## config.mk

```make
export PLATFORM = sky130hd
export DESIGN_NAME = cpu_bus_bridge
export DESIGN_NICKNAME = d
export VERILOG_FILES = /design/src/rtl/cpu_bus_pkg.sv /design/src/rtl/cpu_bus_bridge_addr_decoder.sv /design/src/rtl/cpu_bus_bridge.sv
export SDC_FILE = /design/constraint.sdc
export NUM_CORES = 1
export LEC_CHECK = 0
export ABC_CLOCK_PERIOD_IN_PS = 3400
export CAP_MARGIN = 20
export CELL_PAD_IN_SITES_DETAIL_PLACEMENT = 0
export CELL_PAD_IN_SITES_GLOBAL_PLACEMENT = 1
export CORE_UTILIZATION = 37
export DETAILED_ROUTE_END_ITERATION = 10
export GPL_TIMING_DRIVEN = 0
export MAX_ROUTING_LAYER = met4
export PLACE_DENSITY = 0.95
export SYNTH_ARGS = -nofsm -noshare
export SYNTH_HDL_FRONTEND = slang
export SYNTH_SLANG_ARGS = --single-unit
```

## constraint.sdc

```tcl
create_clock -name clk -period 3.4 [get_ports clk]
set_clock_uncertainty 0.05 [all_clocks]
set_input_delay 0.68 -clock clk [delete_from_list [all_inputs] [get_ports clk]]
set_output_delay 0.68 -clock clk [all_outputs]
set_load 0.005 [all_outputs]
```

## src/rtl/cpu_bus_pkg.sv

```systemverilog
// ---------------------------------------------------------------------------
// cpu_bus_pkg
// Shared definitions for the CPU-to-slave bus bridge and the slaves behind it.
// The bridge and the slave models import this package, so the memory map is
// defined once.
//
// Contents:
//   - Region base/mask pairs for ROM, RAM and VGA.
//   - Default read data returned on an error completion.
//   - Bridge FSM state encoding.
//   - in_region(): base/mask match helper used by the address decoder.
// ---------------------------------------------------------------------------
package cpu_bus_pkg;

    // ROM occupies 16 KiB at 0xB000_0000.
    localparam logic [31:0] ROM_BASE = 32'hB000_0000;
    localparam logic [31:0] ROM_MASK = 32'hFFFF_C000;

    // RAM occupies 64 KiB at 0x0000_0000.
    localparam logic [31:0] RAM_BASE = 32'h0000_0000;
    localparam logic [31:0] RAM_MASK = 32'hFFFF_0000;

    // VGA register window is 256 bytes at 0xF000_0000.
    localparam logic [31:0] VGA_BASE = 32'hF000_0000;
    localparam logic [31:0] VGA_MASK = 32'hFFFF_FF00;

    // Data handed back to the CPU when an access fails.
    localparam logic [31:0] ERR_DATA_DEFAULT = 32'hDEAD_BEEF;

    // Slave wait budget defaults; the wait counter is 4 bits wide.
    localparam int TIMEOUT_DEFAULT = 15;
    localparam int WAIT_CNT_W      = 4;

    typedef enum logic [1:0] {
        ST_IDLE   = 2'd0,
        ST_ACCESS = 2'd1,
        ST_DONE   = 2'd2,
        ST_ERROR  = 2'd3
    } bridge_state_t;

    // An address belongs to a region when its masked bits equal the base.
    function automatic logic in_region(input logic [31:0] addr,
                                       input logic [31:0] base,
                                       input logic [31:0] mask);
        return ((addr & mask) == base);
    endfunction

endpackage

```

## src/rtl/cpu_bus_bridge_addr_decoder.sv

```systemverilog
// ---------------------------------------------------------------------------
// addr_decoder
// Purely combinational memory-map decoder for the CPU bus bridge.
//
// Ports:
//   addr      in  32  byte address from the CPU
//   rom       out  1  address falls in the ROM region
//   ram       out  1  address falls in the RAM region
//   vga       out  1  address falls in the VGA region
//   unmapped  out  1  address matches no region
// ---------------------------------------------------------------------------
module addr_decoder
    import cpu_bus_pkg::*;
(
    input  logic [31:0] addr,
    output logic        rom,
    output logic        ram,
    output logic        vga,
    output logic        unmapped
);

    // The regions do not overlap, so at most one select is high.
    always_comb begin
        rom      = in_region(addr, ROM_BASE, ROM_MASK);
        ram      = in_region(addr, RAM_BASE, RAM_MASK);
        vga      = in_region(addr, VGA_BASE, VGA_MASK);
        unmapped = !(rom || ram || vga);
    end

endmodule

```

## src/rtl/cpu_bus_bridge.sv

```systemverilog
// ---------------------------------------------------------------------------
// cpu_bus_bridge
// Bridges a simple request/ready CPU port onto a cyc/stb/ack slave bus with
// one-hot slave selects, a bounded slave wait and error completion for
// unmapped or misaligned addresses.
//
// Parameters:
//   TIMEOUT   last wait-counter value at which a missing ack still counts
//             (1-15); the bus cycle lasts at most TIMEOUT+1 clocks
//   ERR_DATA  read data presented with an error completion
//
// Ports:
//   clk        in   1  system clock, rising edge
//   reset      in   1  asynchronous, active-low reset
//   cpu_req    in   1  access request, held until cpu_ready
//   cpu_we     in   1  1 = write, 0 = read
//   cpu_addr   in  32  word-aligned byte address
//   cpu_wdata  in  32  write data
//   cpu_rdata  out 32  read data, valid with cpu_ready
//   cpu_ready  out  1  one-cycle completion pulse
//   cpu_err    out  1  error flag, qualified by cpu_ready
//   bus_cyc    out  1  bus cycle active
//   bus_stb    out  1  strobe, same as bus_cyc
//   bus_we     out  1  registered write enable
//   bus_adr    out 32  registered address
//   bus_dat_o  out 32  registered write data
//   bus_dat_i  in  32  slave read data
//   bus_ack    in   1  slave acknowledge
//   sel_rom    out  1  ROM select, only while bus_cyc
//   sel_ram    out  1  RAM select, only while bus_cyc
//   sel_vga    out  1  VGA select, only while bus_cyc
// ---------------------------------------------------------------------------
module cpu_bus_bridge
    import cpu_bus_pkg::*;
#(
    parameter int          TIMEOUT  = TIMEOUT_DEFAULT,
    parameter logic [31:0] ERR_DATA = ERR_DATA_DEFAULT
) (
    input  logic        clk,
    input  logic        reset,
    input  logic        cpu_req,
    input  logic        cpu_we,
    input  logic [31:0] cpu_addr,
    input  logic [31:0] cpu_wdata,
    output logic [31:0] cpu_rdata,
    output logic        cpu_ready,
    output logic        cpu_err,
    output logic        bus_cyc,
    output logic        bus_stb,
    output logic        bus_we,
    output logic [31:0] bus_adr,
    output logic [31:0] bus_dat_o,
    input  logic [31:0] bus_dat_i,
    input  logic        bus_ack,
    output logic        sel_rom,
    output logic        sel_ram,
    output logic        sel_vga
);

    localparam logic [WAIT_CNT_W-1:0] TIMEOUT_CNT = WAIT_CNT_W'(TIMEOUT);

    bridge_state_t         state;
    bridge_state_t         next_state;
    logic [WAIT_CNT_W-1:0] wait_cnt;
    logic [31:0]           rdata_q;
    logic [2:0]            sel_q;

    logic dec_rom;
    logic dec_ram;
    logic dec_vga;
    logic dec_unmapped;
    logic start_bad;
    logic accept;

    addr_decoder u_decoder (
        .addr     (cpu_addr),
        .rom      (dec_rom),
        .ram      (dec_ram),
        .vga      (dec_vga),
        .unmapped (dec_unmapped)
    );

    // A request that cannot be placed on the bus completes as an error
    // straight from IDLE without ever raising bus_cyc.
    assign start_bad = dec_unmapped || (cpu_addr[1:0] != 2'b00);
    assign accept    = (state == ST_IDLE) && (next_state == ST_ACCESS);

    // State register.
    always_ff @(posedge clk or negedge reset) begin
        if (!reset) begin
            state <= ST_IDLE;
        end else begin
            state <= next_state;
        end
    end

    // Next-state and state-decoded outputs. Ack is tested before the
    // timeout so a slave answering on the last allowed cycle still wins.
    // DONE and ERROR always fall back to IDLE, so a request held across
    // the completion cycle cannot restart until the following cycle.
    always_comb begin
        next_state = state;
        bus_cyc    = 1'b0;
        cpu_ready  = 1'b0;
        cpu_err    = 1'b0;
        case (state)
            ST_IDLE: begin
                if (cpu_req) begin
                    next_state = start_bad ? ST_ERROR : ST_ACCESS;
                end
            end
            ST_ACCESS: begin
                bus_cyc = 1'b1;
                if (bus_ack) begin
                    next_state = ST_DONE;
                end else if (wait_cnt == TIMEOUT_CNT) begin
                    next_state = ST_ERROR;
                end
            end
            ST_DONE: begin
                cpu_ready  = 1'b1;
                next_state = ST_IDLE;
            end
            ST_ERROR: begin
                cpu_ready  = 1'b1;
                cpu_err    = 1'b1;
                next_state = ST_IDLE;
            end
            default: begin
                next_state = ST_IDLE;
            end
        endcase
    end

    // Bus-side copies of the request are captured only at the accept edge,
    // so the CPU may change its outputs freely once the access is running.
    always_ff @(posedge clk or negedge reset) begin
        if (!reset) begin
            bus_we    <= 1'b0;
            bus_adr   <= '0;
            bus_dat_o <= '0;
            sel_q     <= '0;
        end else if (accept) begin
            bus_we    <= cpu_we;
            bus_adr   <= cpu_addr;
            bus_dat_o <= cpu_wdata;
            sel_q     <= {dec_rom, dec_ram, dec_vga};
        end
    end

    // Wait counter is 0 in the first ACCESS cycle and only advances while
    // the access continues; any other cycle parks it at 0.
    always_ff @(posedge clk or negedge reset) begin
        if (!reset) begin
            wait_cnt <= '0;
        end else if ((state == ST_ACCESS) && (next_state == ST_ACCESS)) begin
            wait_cnt <= wait_cnt + 1'b1;
        end else begin
            wait_cnt <= '0;
        end
    end

    // Slave data is latched on the ack edge for reads and writes alike;
    // an ack outside ACCESS is ignored.
    always_ff @(posedge clk or negedge reset) begin
        if (!reset) begin
            rdata_q <= '0;
        end else if ((state == ST_ACCESS) && bus_ack) begin
            rdata_q <= bus_dat_i;
        end
    end

    // Selects are gated by bus_cyc so they read zero outside a bus cycle.
    always_comb begin
        bus_stb   = bus_cyc;
        sel_rom   = sel_q[2] && bus_cyc;
        sel_ram   = sel_q[1] && bus_cyc;
        sel_vga   = sel_q[0] && bus_cyc;
        cpu_rdata = (state == ST_ERROR) ? ERR_DATA : rdata_q;
    end

endmodule

```

Yosys cells after proc, flatten, opt, wreduce, memory -nomap -nowiden
Index checks and enable logic that the tools add are counted.
{ "totals": {"reg_bits": 106, "latch_bits": 0, "ram_bits": 0, "romBits": 0, "inputBits": 101, "out_inout_bits": 104, "wordCells": 39, "memories": 0} }
{ "classes": {"n_addsub": 1, "n_mul": 0, "div_mod_pow": 0, "n_lt_le_gt_ge": 0, "n_eq_ne": 7, "shift": 0, "n_mux": 10, "n_bitwise": 0, "reduce_logical": 14} }
{ "op_table": {"columns": ["operator", "n"], "rows": [
  ["$logic_not A32 Y1", 1],
  ["$mux W32", 1],
  ["$eq A24 B24 Y1 const B", 1],
  ["$eq A18 B18 Y1 const B", 1],
  ["$mux W2", 4],
  ["$logic_and A1 B1 Y1", 6],
  ["$pmux W2 S3", 1],
  ["$add A4 B1 Y4 const B", 1],
  ["$eq A2 B1 Y1 const B", 2],
  ["$eq A2 B2 Y1 const B", 2],
  ["$eq A4 B4 Y1 const B", 1],
  ["$mux W4", 1],
  ["$logic_or A1 B1 Y1", 3],
  ["$mux W1", 3],
  ["$logic_not A2 Y1", 1],
  ["$reduce_bool A2 Y1", 1],
  ["$reduce_or A2 Y1", 1],
  ["$logic_not A1 Y1", 1]
]} }

Depth between registers and ports, before layout
Gate-level depths: netlist of run 1.
{ "depth": {"word_depth": 11, "ltp_mapped": 8, "depth_no_buf": 4} }

Cells and area by module
A second synthesis of run 1 with hierarchy kept.
{ "hier_totals": {"cells_unflattened": 294, "hier_area_um2": 4376.7} }
{ "by_module_without_submodules": {"columns": ["mod", "n_inst", "cells_each", "area_each_um2", "seq_area_each_um2"], "rows": [
  ["cpu_bus_bridge", 1, 277, 4267.8, 2652.5],
  ["addr_decoder", 1, 17, 108.9, 0.0]
]} }

Worst setup path before layout of run 1
OpenSTA, ideal clock, no wires.
{ "synth_path": {"path_kind": "input -> register", "from": "input cpu_addr[9]", "to": "register sel_q[1]", "setup_ns": 0.121, "arrival_time_ns": 1.910, "t_required_ns": 3.229, "slack_ns": 1.319, "stages": 5, "path_buffers": 1, "cell_sequence": "or4_4 -> o21ai_4 -> nand4_4 -> buf_2 -> a22o_1"} }
{ "synth_via": {"elab_chain_len": 9} }
{ "synth_rtl": {"columns": ["element", "line", "source"], "rows": [
  ["from (decl)", "cpu_bus_bridge.sv:43", "input logic [31:0] cpu_addr,"],
  ["$eq A24 B24 Y1", "cpu_bus_pkg.sv:45", "return ((addr & mask) == base);"],
  ["$logic_or A1 B1 Y1", "cpu_bus_bridge_addr_decoder.sv:27", "unmapped = !(rom || ram || vga);"],
  ["$logic_not A1 Y1", "cpu_bus_bridge_addr_decoder.sv:27", null],
  ["$logic_or A1 B1 Y1", "cpu_bus_bridge.sv:85", "assign start_bad = dec_unmapped || (cpu_addr[1:0] != 2'b00);"],
  ["$mux W2", "cpu_bus_bridge.sv:109", "next_state = start_bad ? ST_ERROR : ST_ACCESS;"],
  ["$mux W2", "cpu_bus_bridge.sv:108", "if (cpu_req) begin"],
  ["$pmux W2 S3", "cpu_bus_bridge.sv:106", "case (state)"],
  ["$eq A2 B1 Y1", "cpu_bus_bridge.sv:86", "assign accept = (state == ST_IDLE) && (next_state == ST_ACCESS);"],
  ["$logic_and A1 B1 Y1", "cpu_bus_bridge.sv:86", null],
  ["to (signal assigned)", "cpu_bus_bridge.sv:147", "sel_q <= {dec_rom, dec_ram, dec_vga};"],
  ["to (decl)", "cpu_bus_bridge.sv:66", "logic [2:0] sel_q;"]
]} }
Every way passes these cells.
A chain may end at the register's enable or synchronous reset.

Final worst setup path of run 1
{ "layout_path": {"from": "input cpu_req", "to": "register bus_dat_o[8]"} }
{ "layout_via": {"elab_chain_len": 4} }
{ "layout_rtl": {"columns": ["element", "line", "source"], "rows": [
  ["from (decl)", "cpu_bus_bridge.sv:41", "input logic cpu_req,"],
  ["$mux W2", "cpu_bus_bridge.sv:108", null],
  ["$pmux W2 S3", "cpu_bus_bridge.sv:106", null],
  ["$eq A2 B1 Y1", "cpu_bus_bridge.sv:86", null],
  ["$logic_and A1 B1 Y1", "cpu_bus_bridge.sv:86", null],
  ["to (signal assigned)", "cpu_bus_bridge.sv:146", "bus_dat_o <= cpu_wdata;"],
  ["to (decl)", "cpu_bus_bridge.sv:52", "output logic [31:0] bus_dat_o,"]
]} }
Every way passes these cells.

==> run summary, run 1 <==
Area Overhead vs Synth - 43.5%
Cell variety after synth - 42
P per Cell Area - 487 mW/mm^2
RSZ-0062 raised after global routing - no
Chip Height - 129 um
register clock-pin slew on the reported worst setup and hold paths - 0.07 ns
asr flop ratio synth - 100%
Nets - 917
vias - 5869
Worst path slowest cell - nor3b_1
Worst Slack Setup Final - 0.242 ns
Finish-stage setup viols - 0
CP Max Fanout - 10
Clock Tree Buf Depth - 2
Overflow after GRT - 0
Crit path arrival time - 3.32 ns
crit path kind - input port to flip-flop
Max Cap Violations - 0
placed cells - 1020
initial drt markers - 421
drt total wl - 20000 um
yosys synthesis warning count - 0
vias in the first global route - 5656
Placement Setup Slack - -0.0416 ns
FF+latch count, synth - 106
FMAX - 317 MHz
standard-cell rows - 46
Leakage - 0.00383 uW
largest net degree at the start of global routing - 63
GRT Total Usage - 24.5%
WL/cell - 19.3 um
first-pass GRT wire length - 30600 um
gpl congestion - 0.858
Core Box Area - 0.0158 mm^2
Die W - 129 um
Initial Util - 37.8%
Antenna diodes - 0
delay-heaviest family, CP - simple AND/OR/NAND/NOR gates
reg2reg setup slack - 0.59 ns
Cell Chain, Critical Path - clkdlybuf4s50_1 > nor3b_1 > nand2_1 > clkbuf_1 > a22oi_1 > o311ai_0
Synth Flop Type - dfrtp_1
fin cells - 1036
Avg Cell Area, Syn - 9.98 um^2
outcome - finished, final reports clean
Root Buffer - clkbuf_16
cts bufs inserted - 9
CP Launch Type - input port
vias per inst - 5.67
port buffer count - 203
final period utilization - 92.9%
clk sink count - 106
Setup Fix Bufs, Post-CTS - 0
VDD IR max - 0.000298 V
slew margin rel. - 24.1%
# DRC - 0
I/O pin count - 205
Worst-Margin Slew - 1.14 ns
Post-Synthesis Net Count - 702
Worst path max stage delay - 0.91 ns
CTS tree - yes
Post-DP Area - 0.00831 mm^2
Tightest Hold Check Type - input port to async pin
Die ar. - 0.0167 mm^2
Syn Inst Count - 600
Hold Slack - 0.312 ns
clock latency on the worst-skew pair - 0.35 ns
WP data required - 3.56 ns
antenna violations before repair - 0
Pwr Total - 4180 uW
Final Hold Viols - 0
Post-synth EDFFs - 0
post-cts sizing count - 0
CP Capture Type - flip-flop
Hold Buf Count CTS - 0
drt pass-1 iters - 6
sequential share of the synthesized area - 44.3%
fraction of final layout cells sized beyond drive strength 1 - 10.4%
Final Max Slew Viols - 0
CP bufs+invs - 2
hpwl dp - 14600 um
Antenna Nets Post-Route - 0
fin area - 0.00859 mm^2
H-tree levels - 3
Mapped Area - 0.00599 mm^2
Period minus WS final - 3.16 ns
==> worst register-to-register path: stages (launching register included) <==
cell and delay, ns:
dfrtp_1 0.41, nor3b_1 0.93, nand2_1 0.46, clkbuf_1 0.37, a22oi_1 0.26, o311ai_0 0.17
==> logic make-up (layout without fill, tap and decap cells) <==
family,Yosys count,in the layout,synth area share [%]
compound gates,193,193,25.8
flops,106,106,44.3
xor+xnor,2,2,0.293
simple gates,152,152,15.4
mux,33,33,6.19
fa+ha+maj,1,1,0.209
buf+inv,113,333,7.77
==> power breakdown <==
group | leakage [uW] | total (uW) | switching (uW) | internal (uW)
Combinational | 0.00253 | 1590 | 639 | 950
Clock | 0.000135 | 1030 | 519 | 509
Sequential | 0.00116 | 1570 | 91.2 | 1480
==> registers in the layout (all words and copies together) (netlist names) <==
register and flops:
state 2, rdata_q 32, bus_we 1, bus_dat_o 32, wait_cnt 4, sel_q 3
bus_adr 32
==> cell usage in the layout, fill, tap and decap left out, types with 25 or more instances in the layout <==
| master | instances |
|---|---|
| a211oi_1 | 41 |
| a22oi_1 | 41 |
| a41oi_1 | 41 |
| and3_1 | 57 |
| clkbuf_1 | 40 |
| clkdlybuf4s50_1 | 202 |
| dfrtp_1 | 106 |
| inv_1 | 44 |
| mux2_2 | 32 |
| nand2b_1 | 25 |
| o311ai_0 | 39 |
==> routing by layer <==
metal	GRT usage (%)	vias to the layer above	wire length (um)
met2	39.0	266	9360
met5	-	-	0
met4	7.96	0	354
met3	5.28	27	1760
met1	31.1	2815	8560
li1	-	2761	-
==> path summary, 6_finish.rpt <==
path	from	endpoint	depth (start not counted)
max	cpu_req	bus_dat_o[8]$_DFFE_PN0P_	6
min	reset	bus_dat_o[7]$_DFFE_PN0P_	1
max reg2reg	state[1]$_DFF_PN0_	bus_dat_o[8]$_DFFE_PN0P_	5
min reg2reg	wait_cnt[0]$_DFF_PN0_	wait_cnt[0]$_DFF_PN0_	1
max in group asynchronous	reset	state[0]$_DFF_PN0_	2
min in group clk	wait_cnt[0]$_DFF_PN0_	wait_cnt[0]$_DFF_PN0_	1
==> synthesized netlist by cell type, types with 17 or more instances <==
cell | instances | area, um^2
o311ai_0 | 39 | 342
and3_1 | 57 | 357
clkbuf_1 | 39 | 146
a211oi_1 | 41 | 308
nand2b_1 | 25 | 156
a22oi_1 | 41 | 308
mux2_2 | 32 | 360
nand2_1 | 17 | 63.8
dfrtp_1 | 106 | 2650
buf_2 | 24 | 120
a41oi_1 | 41 | 359
inv_1 | 44 | 165
==> area by class of cell <==
cell class | count | area [um^2]
Tap cell | 216 | 270
Multi-Input combinational cell | 381 | 2870
Buffer | 68 | 297
Fill cell | 1417 | 7230
Timing Repair Buffer | 204 | 2060
Sequential cell | 106 | 2650
Inverter | 45 | 169
Clock buffer | 10 | 229
Clock inverter | 6 | 50.0
==> per-stage QoR <==
step,utilization [%],TNS [ns]
after detailed placement,52.5,-0.358
after global routing,54.3,0
after floorplan,-,0
after CTS,54.3,0
final,54.3,0
after global placement,52.4,-279.94
No activity file was read; power rests on OpenSTA's default activity.
==> run 2: changes to the inputs <==
--- a/config.mk
+++ b/config.mk
@@ -10,6 +10,7 @@
 export CELL_PAD_IN_SITES_DETAIL_PLACEMENT = 0
 export CELL_PAD_IN_SITES_GLOBAL_PLACEMENT = 1
 export CORE_UTILIZATION = 37
+export CTS_CLUSTER_SIZE = 10
 export DETAILED_ROUTE_END_ITERATION = 10
 export GPL_TIMING_DRIVEN = 0
 export MAX_ROUTING_LAYER = met4
==> results of run 2 <==
Same layout as run 1: the final DEF is identical, and so are final timing and power.
